==> src/rtl/spider_pkg.sv <==
// spider_pkg: shared types and helpers for the spider_mesh lane-permutation
// pipeline.
//   mode_e      : routing mode carried with every beat (3 is reserved and
//                 decodes as STRAIGHT).
//   MASK_MAX_W  : widest swap mask swap_en() accepts.
//   swap_en()   : swap decision for one butterfly stage, given the beat's
//                 mode and mask.
package spider_pkg;

    typedef enum logic [1:0] {
        STRAIGHT = 2'd0,
        REVERSE  = 2'd1,
        MASK     = 2'd2
    } mode_e;

    localparam int MASK_MAX_W = 32;
    localparam int MASK_SEL_W = $clog2(MASK_MAX_W);

    // REVERSE swaps every cell, because lane j XOR (LANES-1) = LANES-1-j.
    // MASK swaps stage s exactly when mask bit s is set, giving lane j XOR mask.
    function automatic logic swap_en(
        input logic [1:0]            mode,
        input logic [MASK_MAX_W-1:0] mask,
        input int                    stage
    );
        logic en;
        en = 1'b0;
        case (mode)
            REVERSE: en = 1'b1;
            MASK:    en = mask[stage[MASK_SEL_W-1:0]];
            default: en = 1'b0;
        endcase
        return en;
    endfunction

endpackage

==> src/rtl/spider_stage.sv <==
// spider_stage: one register stage of the spider_mesh pipeline.
// Holds a full bit together with the lane data and the beat's mode and mask.
// When BFLY_S >= 0, the stage applies a butterfly of 2x2 swap cells on the
// way in. Each cell pairs lane i with lane i + 2^BFLY_S. When BFLY_S = -1,
// the data passes through unchanged.
// Ports:
//   clk, rst_n             : clock, synchronous active-low reset
//   up_valid_i/up_ready_o  : upstream handshake
//   up_data_i/mode/mask    : incoming beat and its routing
//   dn_valid_o/dn_ready_i  : downstream handshake
//   dn_data_o/mode/mask    : registered beat and its routing
module spider_stage
    import spider_pkg::*;
#(
    parameter int LANES  = 4,
    parameter int WIDTH  = 8,
    parameter int LOG2L  = 2,
    parameter int BFLY_S = -1
) (
    input  logic                   clk,
    input  logic                   rst_n,
    input  logic                   up_valid_i,
    output logic                   up_ready_o,
    input  logic [LANES*WIDTH-1:0] up_data_i,
    input  logic [1:0]             up_mode_i,
    input  logic [LOG2L-1:0]       up_mask_i,
    output logic                   dn_valid_o,
    input  logic                   dn_ready_i,
    output logic [LANES*WIDTH-1:0] dn_data_o,
    output logic [1:0]             dn_mode_o,
    output logic [LOG2L-1:0]       dn_mask_o
);

    localparam int DW = LANES * WIDTH;

    logic             full_q, full_d;
    logic [DW-1:0]    data_q, data_d;
    logic [1:0]       mode_q, mode_d;
    logic [LOG2L-1:0] mask_q, mask_d;
    logic [DW-1:0]    routed;

    genvar gi;
    generate
        if (BFLY_S < 0) begin : g_pass
            assign routed = up_data_i;
        end else begin : g_bfly
            logic swap;
            assign swap = swap_en(up_mode_i, MASK_MAX_W'(up_mask_i), BFLY_S);
            // Each lane takes its partner's data when the stage swaps.
            // Both members of a pair do this, so one cell is a 2x2 swap.
            for (gi = 0; gi < LANES; gi++) begin : g_lane
                localparam int PARTNER = gi ^ (1 << BFLY_S);
                assign routed[gi*WIDTH +: WIDTH] = swap ? up_data_i[PARTNER*WIDTH +: WIDTH]
                                                        : up_data_i[gi*WIDTH +: WIDTH];
            end
        end
    endgenerate

    // The stage loads when it is empty or when its beat leaves this cycle.
    // The ready chain is combinational, so a full pipeline streams with no
    // bubbles.
    assign up_ready_o = !full_q || dn_ready_i;

    always_comb begin
        full_d = full_q;
        data_d = data_q;
        mode_d = mode_q;
        mask_d = mask_q;
        if (up_ready_o) begin
            full_d = up_valid_i;
            // The payload is held when no beat arrives. This keeps the data
            // outputs quiet when the input is idle.
            if (up_valid_i) begin
                data_d = routed;
                mode_d = up_mode_i;
                mask_d = up_mask_i;
            end
        end
    end

    always_ff @(posedge clk) begin
        if (!rst_n) begin
            full_q <= 1'b0;
            data_q <= '0;
            mode_q <= '0;
            mask_q <= '0;
        end else begin
            full_q <= full_d;
            data_q <= data_d;
            mode_q <= mode_d;
            mask_q <= mask_d;
        end
    end

    assign dn_valid_o = full_q;
    assign dn_data_o  = data_q;
    assign dn_mode_o  = mode_q;
    assign dn_mask_o  = mask_q;

endmodule

==> src/rtl/spider_mesh.sv <==
// spider_mesh: pipelined lane-permutation mesh.
// The pipeline has STAGES = LOG2L+2 stages:
//   - an input register;
//   - LOG2L butterfly stages, where stage s pairs lanes i and i+2^s;
//   - an output register.
// Each beat carries its own mode and mask through the pipeline.
// Ports:
//   clk, rst_n           : clock, synchronous active-low reset
//   in_valid/in_ready    : input handshake (in_ready is combinational)
//   in_data              : lane i at bits [i*WIDTH +: WIDTH]
//   in_mode, in_mask     : routing for this beat, captured on acceptance
//   out_valid/out_ready  : output handshake
//   out_data             : permuted lanes (registered)
//   beat_count           : completed output handshakes, wrapping
module spider_mesh
    import spider_pkg::*;
#(
    parameter int LANES = 4,
    parameter int WIDTH = 8,
    parameter int LOG2L = $clog2(LANES),
    parameter int CNT_W = 16
) (
    input  logic                   clk,
    input  logic                   rst_n,
    input  logic                   in_valid,
    output logic                   in_ready,
    input  logic [LANES*WIDTH-1:0] in_data,
    input  logic [1:0]             in_mode,
    input  logic [LOG2L-1:0]       in_mask,
    output logic                   out_valid,
    input  logic                   out_ready,
    output logic [LANES*WIDTH-1:0] out_data,
    output logic [CNT_W-1:0]       beat_count
);

    localparam int STAGES = LOG2L + 2;
    localparam int DW     = LANES * WIDTH;

    // Element k is the input of stage k. Element STAGES is the mesh output.
    logic [STAGES:0]             vld_c;
    logic [STAGES:0]             rdy_c;
    logic [STAGES:0][DW-1:0]     dat_c;
    logic [STAGES:0][1:0]        mode_c;
    logic [STAGES:0][LOG2L-1:0]  mask_c;

    logic [CNT_W-1:0] count_q, count_d;

    assign vld_c[0]      = in_valid;
    assign dat_c[0]      = in_data;
    assign mode_c[0]     = in_mode;
    assign mask_c[0]     = in_mask;
    assign in_ready      = rdy_c[0];
    assign rdy_c[STAGES] = out_ready;
    assign out_valid     = vld_c[STAGES];
    assign out_data      = dat_c[STAGES];

    genvar gi;
    generate
        for (gi = 0; gi < STAGES; gi++) begin : g_stage
            // Stage 0 and the last stage are plain registers.
            // Stage k in between is butterfly stage k-1.
            localparam int BS = (gi >= 1 && gi <= LOG2L) ? gi - 1 : -1;
            spider_stage #(
                .LANES (LANES),
                .WIDTH (WIDTH),
                .LOG2L (LOG2L),
                .BFLY_S(BS)
            ) u_stage (
                .clk        (clk),
                .rst_n      (rst_n),
                .up_valid_i (vld_c[gi]),
                .up_ready_o (rdy_c[gi]),
                .up_data_i  (dat_c[gi]),
                .up_mode_i  (mode_c[gi]),
                .up_mask_i  (mask_c[gi]),
                .dn_valid_o (vld_c[gi+1]),
                .dn_ready_i (rdy_c[gi+1]),
                .dn_data_o  (dat_c[gi+1]),
                .dn_mode_o  (mode_c[gi+1]),
                .dn_mask_o  (mask_c[gi+1])
            );
        end
    endgenerate

    always_comb begin
        count_d = count_q;
        if (out_valid && out_ready) begin
            count_d = count_q + CNT_W'(1);
        end
    end

    always_ff @(posedge clk) begin
        if (!rst_n) begin
            count_q <= '0;
        end else begin
            count_q <= count_d;
        end
    end

    assign beat_count = count_q;

endmodule

==> config.mk <==
export PLATFORM = sky130hd
export DESIGN_NAME = spider_mesh
export DESIGN_NICKNAME = d
export VERILOG_FILES = /design/src/rtl/spider_pkg.sv /design/src/rtl/spider_stage.sv /design/src/rtl/spider_mesh.sv
export SDC_FILE = /design/constraint.sdc
export NUM_CORES = 1
export LEC_CHECK = 0
export ABC_AREA = 1
export CORE_MARGIN = 2
export CORE_UTILIZATION = 50
export DETAILED_ROUTE_END_ITERATION = 12
export PLACE_DENSITY = 0.73
export SLEW_MARGIN = 20
export SYNTH_ARGS = -nofsm -noshare
export SYNTH_HDL_FRONTEND = slang
export SYNTH_SLANG_ARGS = --single-unit
export TNS_END_PERCENT = 20
==> constraint.sdc <==
create_clock -name clk -period 1.7 [get_ports clk]
set_clock_uncertainty 0.05 [all_clocks]
set_input_delay 0.34 -clock clk [delete_from_list [all_inputs] [get_ports clk]]
set_output_delay 0.34 -clock clk [all_outputs]
set_load 0.01 [all_outputs]
==> results of run 1 <==
==> metrics by stage <==
stage	cell area (sq um)	hold slack (ns)	TNS [ns]
after floorplan	7050	0.379	0
after global placement	7980	0.389	-24.83
after detailed placement	7980	0.395	-27.32
after CTS	8590	0.393	-0.0738
after global routing	8650	0.424	0
final	8650	0.404	0
==> worst min-delay path by stage <==
stage	depth (start not counted)	slack (ns)	endpoint	start
2_1_floorplan	2	0.38	g_stage[3].u_stage.dn_data_o[31]$_SDFFE_PN0P_	g_stage[2].u_stage.dn_data_o[31]$_SDFFE_PN0P_
3_3_place_gp	2	0.39	g_stage[3].u_stage.dn_data_o[26]$_SDFFE_PN0P_	g_stage[2].u_stage.dn_data_o[26]$_SDFFE_PN0P_
3_5_place_dp	2	0.40	g_stage[3].u_stage.dn_data_o[26]$_SDFFE_PN0P_	g_stage[2].u_stage.dn_data_o[26]$_SDFFE_PN0P_
4_1_cts	4	0.39	g_stage[1].u_stage.dn_valid_o$_SDFFE_PN0P_	rst_n
5_1_grt	2	0.42	g_stage[3].u_stage.dn_data_o[17]$_SDFFE_PN0P_	g_stage[2].u_stage.dn_data_o[17]$_SDFFE_PN0P_
6_report	2	0.40	g_stage[3].u_stage.dn_data_o[18]$_SDFFE_PN0P_	g_stage[2].u_stage.dn_data_o[18]$_SDFFE_PN0P_
==> cell type report <==
| class | count | share of cell area [%] |
|---|---|---|
| timing repair buffer | 119 | 14.6 |
| inverter | 127 | 5.54 |
| tap | 180 | 2.60 |
| sequential | 155 | 36.0 |
| multi-input combinational | 632 | 34.0 |
| clock buffer | 26 | 5.77 |
| clock inverter | 6 | 1.53 |
==> cells in the mapped netlist <==
master,count
buf_2,19
o21bai_1,1
clkbuf_1,34
and3_1,1
a21oi_1,80
nor2_4,1
o21ai_0,23
nand4_2,1
dfxtp_1,155
a21o_1,2
o21a_1,1
nand2_4,1
nor3_1,3
inv_1,119
buf_4,32
nor2_1,124
o21ai_1,54
nand3_1,135
ha_1,5
nand2_2,3
nor2_2,31
nor3_4,1
nand3_2,1
o211ai_1,1
buf_6,6
inv_2,7
nand4_1,2
nand2_1,161
inv_4,1
==> sequential cells by signal, indices dropped and copies added, names as in the netlist <==
| register | cells |
|---|---|
| g_stage.u_stage.dn_mask_o | 3 |
| g_stage.u_stage.dn_valid_o | 4 |
| g_stage.u_stage.dn_mode_o | 4 |
| g_stage.u_stage.dn_data_o | 128 |
| beat_count | 16 |
==> layout by cell type (no fill, tap or decap), drive strengths merged, types with 5 or more instances in the layout <==
| cell | netlist | final |
|---|---|---|
| a21oi | 80 | 80 |
| inv | 127 | 127 |
| dfxtp | 155 | 155 |
| buf | 57 | 31 |
| ha | 5 | 5 |
| nand2 | 165 | 165 |
| dlygate4sd2 | 0 | 28 |
| clkbuf | 34 | 27 |
| nor2 | 156 | 156 |
| clkdlybuf4s50 | 0 | 38 |
| o21ai | 77 | 77 |
| dlymetal6s2s | 0 | 21 |
| nand3 | 136 | 136 |
==> power groups by stage <==
stage / combinational, uW / clock [uW] / sequential [uW]
floorplan: 640 / 0 / 3990
global route: 1030 / 4240 / 3980
detailed placement: 906 / 0 / 4030
global placement: 894 / 0 / 4030
finish: 902 / 4010 / 3950
CTS: 905 / 4080 / 3950
==> metal layers <==
metal  track usage [%]  routed length [um]  up-vias
li1                  -                   -     3259
met1              30.5                7550     2659
met2              33.4                6750      144
met3              4.69                 628       13
met4              7.04                 156        0
met5                 0                   0        -
==> worst max-delay path, cell delays in order <==
cell             delay (ns)
clkdlybuf4s50_1        0.46
nor2_4                 0.15
nand4_2                0.12
clkbuf_2               0.16
==> kinds of logic after synthesis <==
logic type      synth area share [%]
simple gates                    29.1
fa+ha+maj                      0.887
flops                           44.0
buf+inv                         14.3
compound gates                  11.7
==> run metrics, run 1 <==
Worst EP arrival=1.24 ns; Inserted Clock Buffers=17; final max-slew violation count=0; Synth top area share=44.0%; Power, Total=8860 uW; startpoint types=primary input; fin util=62.6%; Comb power frac=10.2%; vias in the first global route=5,395; Post-Synthesis Cells=1,005; root buf cell=clkbuf_16; CP endpoint kind=output port; Remaining DRCs=0; syn_nets=1,050; Seq. cell area=3110 sq um; Post-CTS Hold Buffers=0; Clock transition at path regs=0.06 ns; Diodes inserted=0; critical path type=in -> out; pre-CTS setup slack=-0.284 ns; worst setup path end=in_ready; GP Congestion=0.840; post_cts resized=35; fillcell total=1,237; Routed WL=15,100 um; GRT Util Overall=21.8%; sequential area share after synthesis=44.0%; I/O pin count=90; worst r2r dst=g_stage[1].u_stage.dn_data_o[6]$_SDFFE_PN0P_; Hold Vio Cnt, Final=0; Multi-input gate area=2940 sq um; Starting Density=51.0%; Max Cap Viol=0; 1st-pass router iterations=5; wire per inst=12.1 um; PD cells=1020 nW/um^2; Layout area overhead=22.7%; Final Non-Filler Cells=1,245; fin crit share=95.6%; worst vdd ir=0.627 mV; initial drt markers=365; largest net degree at the start of global routing=70; layout cell share with drive strength beyond 1=10.7%; die area=15,100 sq um; post-synthesis cell type count=29; sw power=2050 uW; antenna violations before repair=0; Synth Register Bits=155; Vias=6,075; CP required=1.31 ns; Hold Path Class=reg -> reg; top cell type by total area after synthesis=dfxtp_1; final setup margin=0.0745 ns; clk sinks=155; Critical Path Start=out_ready; Reg2Reg Depth=8; r2r setup slk=0.14 ns; fmax=615 MHz; DR vias/cell=4.88; fin crit period=1.63 ns; Avg Synthesized Cell Area=7.02 sq um; internal power=6820 uW; Die Wd=123 um; first-pass GRT wire length=25,900 um; YS warnings=0; PortBufs=89; Flop pwr share=44.6%; postcts setup bufs=0; CTS max path bufs=2; row count=43; cell area after synthesis=7050 sq um; LEAKAGE=0.00431 uW; relative slew slack=66.2%; H-tree Lvls=4; outcome=complete, no violations; Final nets=1,097; sw frac=23.1%; synth top area cells=dfxtp_1, nand3_1, nand2_1; maximum fanout along the worst path=2; final setup vio count=0; remaining global-route overflow=0; Die Ht=123 um; Skew-Pair Late Insertion Delay=0.42 ns; Post-DP HPWL=10,500 um; Worst-Margin Slew=0.507 ns; Antenna Nets Post-Route=0; Core Region=13,800 sq um; Placed Cells=1,213; RR Startpoint=g_stage[0].u_stage.dn_mode_o[1]$_SDFFE_PN0P_; RSZ-0062 raised after global routing=false; clock share of power=45.2%; CTS tree=yes
Note: power is estimated with default switching activity, not from simulation.
==> run 2: changes to the inputs <==
PLACE_DENSITY = 0.76   (was 0.73)
clock period = 1.3 ns   (was 1.7 ns; I/O delays follow)
==> run metrics, run 2 (synthesis gave the netlist of run 1 again) <==
Worst EP arrival=1.18 ns (-0.06 ns); RSZ-0062 raised after global routing=true; Inserted Clock Buffers=17 (unchanged); Seq. cell area=3150 sq um (+1.1%); Vias=6,515 (+7.2%); Post-CTS Hold Buffers=0 (unchanged); outcome=finished with violations; CP endpoint kind=output port; initial drt markers=485 (+33%); max reg flops=128 (unchanged); Die Ht=123 um (unchanged); CP required=0.99 ns (-0.32 ns); fmax=671 MHz; failing checks=negative setup slack; I/O pin count=90 (unchanged); Antenna Nets Post-Route=0 (unchanged); Diodes inserted=0 (unchanged); pre-CTS setup slack=-0.613 ns (-0.329 ns); remaining global-route overflow=0 (unchanged); antenna violations before repair=0 (unchanged); PD cells=1280 nW/um^2 (+25%); Layout area overhead=29.5%; row count=43 (unchanged); DR vias/cell=5.11 (+4.7%); final setup vio count=141 (+141); Multi-input gate area=3250 sq um (+11%); critical path type=reg -> out; final setup margin=-0.190 ns (-0.265 ns); fin crit period=1.49 ns; fin util=66.0% (+3.5 points); Hold Vio Cnt, Final=0 (unchanged); fillcell total=1,192 (-3.6%); Routed WL=17,000 um (+13%); Post-DP HPWL=10,800 um (+2.9%); layout cell share with drive strength beyond 1=26.4% (+16 points); LEAKAGE=0.00418 uW (-3.1%); Starting Density=51.0% (unchanged); H-tree Lvls=4 (unchanged); GRT Util Overall=22.5% (+0.76 points); relative slew slack=74.4% (+8.2 points); Remaining DRCs=0 (unchanged); commonest cells after routing, fill and taps aside=nand2_1, dfxtp_1, inv_1; clk sinks=155 (unchanged); CTS max path bufs=2 (unchanged); GP Congestion=0.844 (+0.49%); root buf cell=clkbuf_16; commonest non-fill, non-tap cell in the layout=nand2_1; fin area=9130 sq um (+5.6%); Hold Path Class=in -> reg; Skew-Pair Late Insertion Delay=0.43 ns (about the same); Fin Setup TNS=-12.43 ns (-12.43 ns); final max-slew violation count=0 (unchanged); die area=15,100 sq um (unchanged); maximum fanout along the worst path=3 (+1); Power, Total=11,700 uW (+32%); Final nets=1,127 (+2.7%); largest net degree at the start of global routing=56 (-20%); first-pass GRT wire length=26,700 um (+3.1%); Clock transition at path regs=0.06 ns (about the same); worst vdd ir=0.994 mV (+59%); Die Wd=123 um (unchanged); DP Area=8230 sq um (+3.1%); Core Region=13,800 sq um (unchanged); 1st-pass router iterations=5 (unchanged); Max Cap Viol=0 (unchanged); fin crit share=115%; PortBufs=89 (unchanged); wire per inst=13.3 um (+10%); vias in the first global route=5,750 (+6.6%); startpoint types=flop; CTS tree=yes; Worst-Margin Slew=0.384 ns (-0.123 ns)
[run 2: changes by cell type in the layout (fill, tap and decap cells not counted), moves of 20 or more]
cell | previous run | this run
buf_2 | 1 | 47
nand3_2 | 1 | 29
dlymetal6s2s_1 | 21 | 1
dlygate4sd2_1 | 28 | 0
dfxtp_1 | 148 | 126
nand3_1 | 135 | 107
[run 2: final cells by class]
type / count / area share (%)
inverter: 127 / 5.47
clock buffer: 19 / 4.97
clock inverter: 13 / 1.79
tap: 180 / 2.47
timing repair buffer: 148 / 15.2
sequential: 155 / 34.5
multi-input combinational: 633 / 35.6
[run 2: routing by layer]
| metal | share of wire, % | vias up | track usage, % | wire length (um) |
|---|---|---|---|---|
| li1 | - | 3320 | - | - |
| met1 | 46 | 2998 | 28.8 | 7820 |
| met2 | 47 | 170 | 36.9 | 7980 |
| met3 | 4.9 | 27 | 4.65 | 828 |
| met4 | 2.3 | 0 | 9.63 | 391 |
| met5 | 0 | - | 0 | 0 |
[run 2: timing repair]
item | in CTS | in global routing
pin swaps | 5 | 13
gates resized for setup | 250 | 72
endpoints found under the setup margin | 189 | 174
buffers inserted | 6 | 0
gates cloned | 0 | 6
[run 2: final timing paths]
kind,endpoint,slack [ns],start,cells past startpoint
max,in_ready,-0.19,g_stage[3].u_stage.dn_valid_o$_SDFFE_PN0P_,4
min,beat_count[12]$_SDFFE_PN0P_,0.25,rst_n,4
max reg2reg,g_stage[2].u_stage.dn_data_o[15]$_SDFFE_PN0P_,-0.15,g_stage[1].u_stage.dn_mode_o[0]$_SDFFE_PN0P_,8
min reg2reg,g_stage[3].u_stage.dn_data_o[29]$_SDFFE_PN0P_,0.40,g_stage[2].u_stage.dn_data_o[29]$_SDFFE_PN0P_,2
[run 2: power breakdown]
part / total [uW] / switching [uW] / internal, uW
Sequential: 5180 / 186 / 4990
Combinational: 1420 / 798 / 624
Clock: 5120 / 1980 / 3140
[run 2: worst max-delay path, cell delays in order, from the launching register on]
cell     delay (ns)
dfxtp_4        0.34
inv_2          0.04
nor2_4         0.11
nand4_4        0.11
buf_6          0.15
[run 2: through the flow]
stage / hold WS, ns / cells
floorplan: 0.356 / 1005
global placement: 0.388 / 1231
detailed placement: 0.394 / 1231
CTS: 0.240 / 1269
global route: 0.268 / 1275
finish: 0.248 / 1275
==> run 3: changes to the inputs <==
DONT_BUFFER_PORTS = 1   (was not set)
PLACE_DENSITY = 0.68   (was 0.76)
==> run metrics, run 3 (synthesis gave the netlist of run 1 again) <==
startpoint types=flop; Hold Path Class=in -> reg; largest net degree at the start of global routing=88 (+57%); fin crit share=120% (+5.5 points); maximum fanout along the worst path=2 (-1); Remaining DRCs=0 (unchanged); final max-slew violation count=0 (unchanged); clk sinks=155 (unchanged); fin area=9790 sq um (+7.2%); PD cells=1260 nW/um^2 (-2.1%); met2 GRT Util=38.9% (+2.0 points); Die Ht=123 um (unchanged); fillcell total=1,031 (-14%); Core Region=13,800 sq um (unchanged); Final Non-Filler Cells=1,248 (-2.1%); remaining global-route overflow=0 (unchanged); max reg flops=128 (unchanged); 1st-pass router iterations=6 (+1); vias in the first global route=5,918 (+2.9%); GR Util met1=32.5% (+3.8 points); Antenna Nets Post-Route=0 (unchanged); failing checks=negative hold slack, negative setup slack; first-pass GRT wire length=29,300 um (+9.6%); Vias=6,675 (+2.5%); CP endpoint kind=output port; final hold slack=-0.107 ns (-0.356 ns); Final nets=1,100 (-2.4%); Skew-Pair Late Insertion Delay=0.44 ns (about the same); Worst-Margin Slew=0.299 ns (-0.0854 ns); DR vias/cell=5.35 (+4.7%); GR peak layer=met2; GRT Util Overall=25.0% (+2.4 points); commonest cells after routing, fill and taps aside=dfxtp_1, nand2_1, nor2_1, inv_1, a21oi_1; layout cell share with drive strength beyond 1=32.0% (+5.6 points); Layout area overhead=38.9%; Most common cell on crit path=buf_6; I/O pin count=90 (unchanged); Placed Cells=1,149 (-6.7%); fin crit period=1.56 ns (+0.0713 ns); die area=15,100 sq um (unchanged); fmax=640 MHz (-4.6%); final setup margin=-0.262 ns (-0.0713 ns); CP required=0.99 ns (about the same); CTS max path bufs=2 (unchanged); worst vdd ir=1.12 mV (+13%); Max stage delay on crit path=0.35 ns (about the same); Post-DP HPWL=10,600 um (-1.9%); commonest non-fill, non-tap cell in the layout=dfxtp_1; outcome=finished with violations; Starting Density=51.0% (unchanged); RSZ-0062 raised after global routing=true; GP Congestion=0.840 (-0.45%); H-tree Lvls=4 (unchanged); relative slew slack=80.0% (+5.6 points); CP max-delay cell=dfxtp_4; Clock transition at path regs=0.06 ns (about the same); DP Area=7360 sq um (-11%); Die Wd=123 um (unchanged); Diodes inserted=0 (unchanged); Worst EP arrival=1.25 ns (+0.07 ns); crit-path cells=inv_2, nor2_4, buf_6, nand4_4, buf_6; Hold Vio Cnt, Final=85 (+85); Inserted Clock Buffers=17 (unchanged); LEAKAGE=0.00419 uW (+0.22%); antenna violations before repair=0 (unchanged); row count=43 (unchanged); CTS tree=yes; root buf cell=clkbuf_16; GR Util met3=7.02% (+2.4 points); Max Cap Viol=0 (unchanged); initial drt markers=496 (+2.3%); Routed WL=20,800 um (+22%); final setup vio count=142 (+0.71%); wire per inst=16.7 um (+25%); PortBufs=0 (-100%); critical path type=reg -> out
run 3: metal layers:
metal	vias up	wire [um]
li1	3289	-
met1	3067	8810
met2	267	10000
met3	52	1350
met4	0	669
met5	-	0
run 3: path summary, 6_finish.rpt:
kind | startpoint | to | cells after the start | slack (ns)
worst max-delay path | g_stage[3].u_stage.dn_valid_o$_SDFFE_PN0P_ | in_ready | 5 | -0.26
worst max register to register | g_stage[0].u_stage.dn_mode_o[0]$_SDFFE_PN0P_ | g_stage[1].u_stage.dn_data_o[14]$_SDFFE_PN0P_ | 9 | -0.23
worst min-delay path | rst_n | g_stage[3].u_stage.dn_data_o[2]$_SDFFE_PN0P_ | 2 | -0.11
worst min register to register | g_stage[2].u_stage.dn_data_o[14]$_SDFFE_PN0P_ | g_stage[3].u_stage.dn_data_o[14]$_SDFFE_PN0P_ | 2 | 0.40
run 3: per-stage QoR:
step / setup TNS (ns) / setup WS (ns) / total power (uW) / util [%]
2_1_floorplan: -4.12 / -0.0568 / 6110 / -
3_3_place_gp: -13.57 / -0.210 / 6300 / 53.2
3_5_place_dp: -16.30 / -0.261 / 6320 / 53.2
4_1_cts: -16.52 / -0.293 / 12000 / 65.1
5_1_grt: -26.72 / -0.346 / 12700 / 70.8
6_report: -15.94 / -0.262 / 12300 / 70.8
run 3: cell type report:
| cell class | instances | area (sq um) | share of cell area [%] |
|---|---|---|---|
| clock buffers | 17 | 425 | 4.34 |
| inverters | 127 | 544 | 5.56 |
| multi-input cells | 635 | 3830 | 39.1 |
| repair inverters | 3 | 36.3 | 0.371 |
| flip-flops and latches | 155 | 3130 | 31.9 |
| well taps | 180 | 225 | 2.30 |
| clock inverters | 15 | 213 | 2.17 |
| repair buffers | 116 | 1390 | 14.2 |
run 3: timing repair:
action | in CTS | in global routing
buffers inserted | 7 | 6
setup endpoints to repair | 143 | 149
hold endpoints to repair | 89 | 85
resized for setup | 119 | 128
gates cloned | 7 | 14
pin swaps | 40 | 26
hold buffers | 33 | 2
run 3: worst max-delay path, delay by kind of cell (launching register included):
family                 cells  cell delay (ns)
DFF                        1             0.35
buffers and inverters      3             0.31
and+or+nand+nor            2             0.17
run 3: report_power, final:
part | switching (uW) | internal, uW | total, uW
Clock | 2140 | 3250 | 5400
Combinational | 927 | 715 | 1640
Sequential | 275 | 4990 | 5260
Total | 3340 | 8960 | 12300
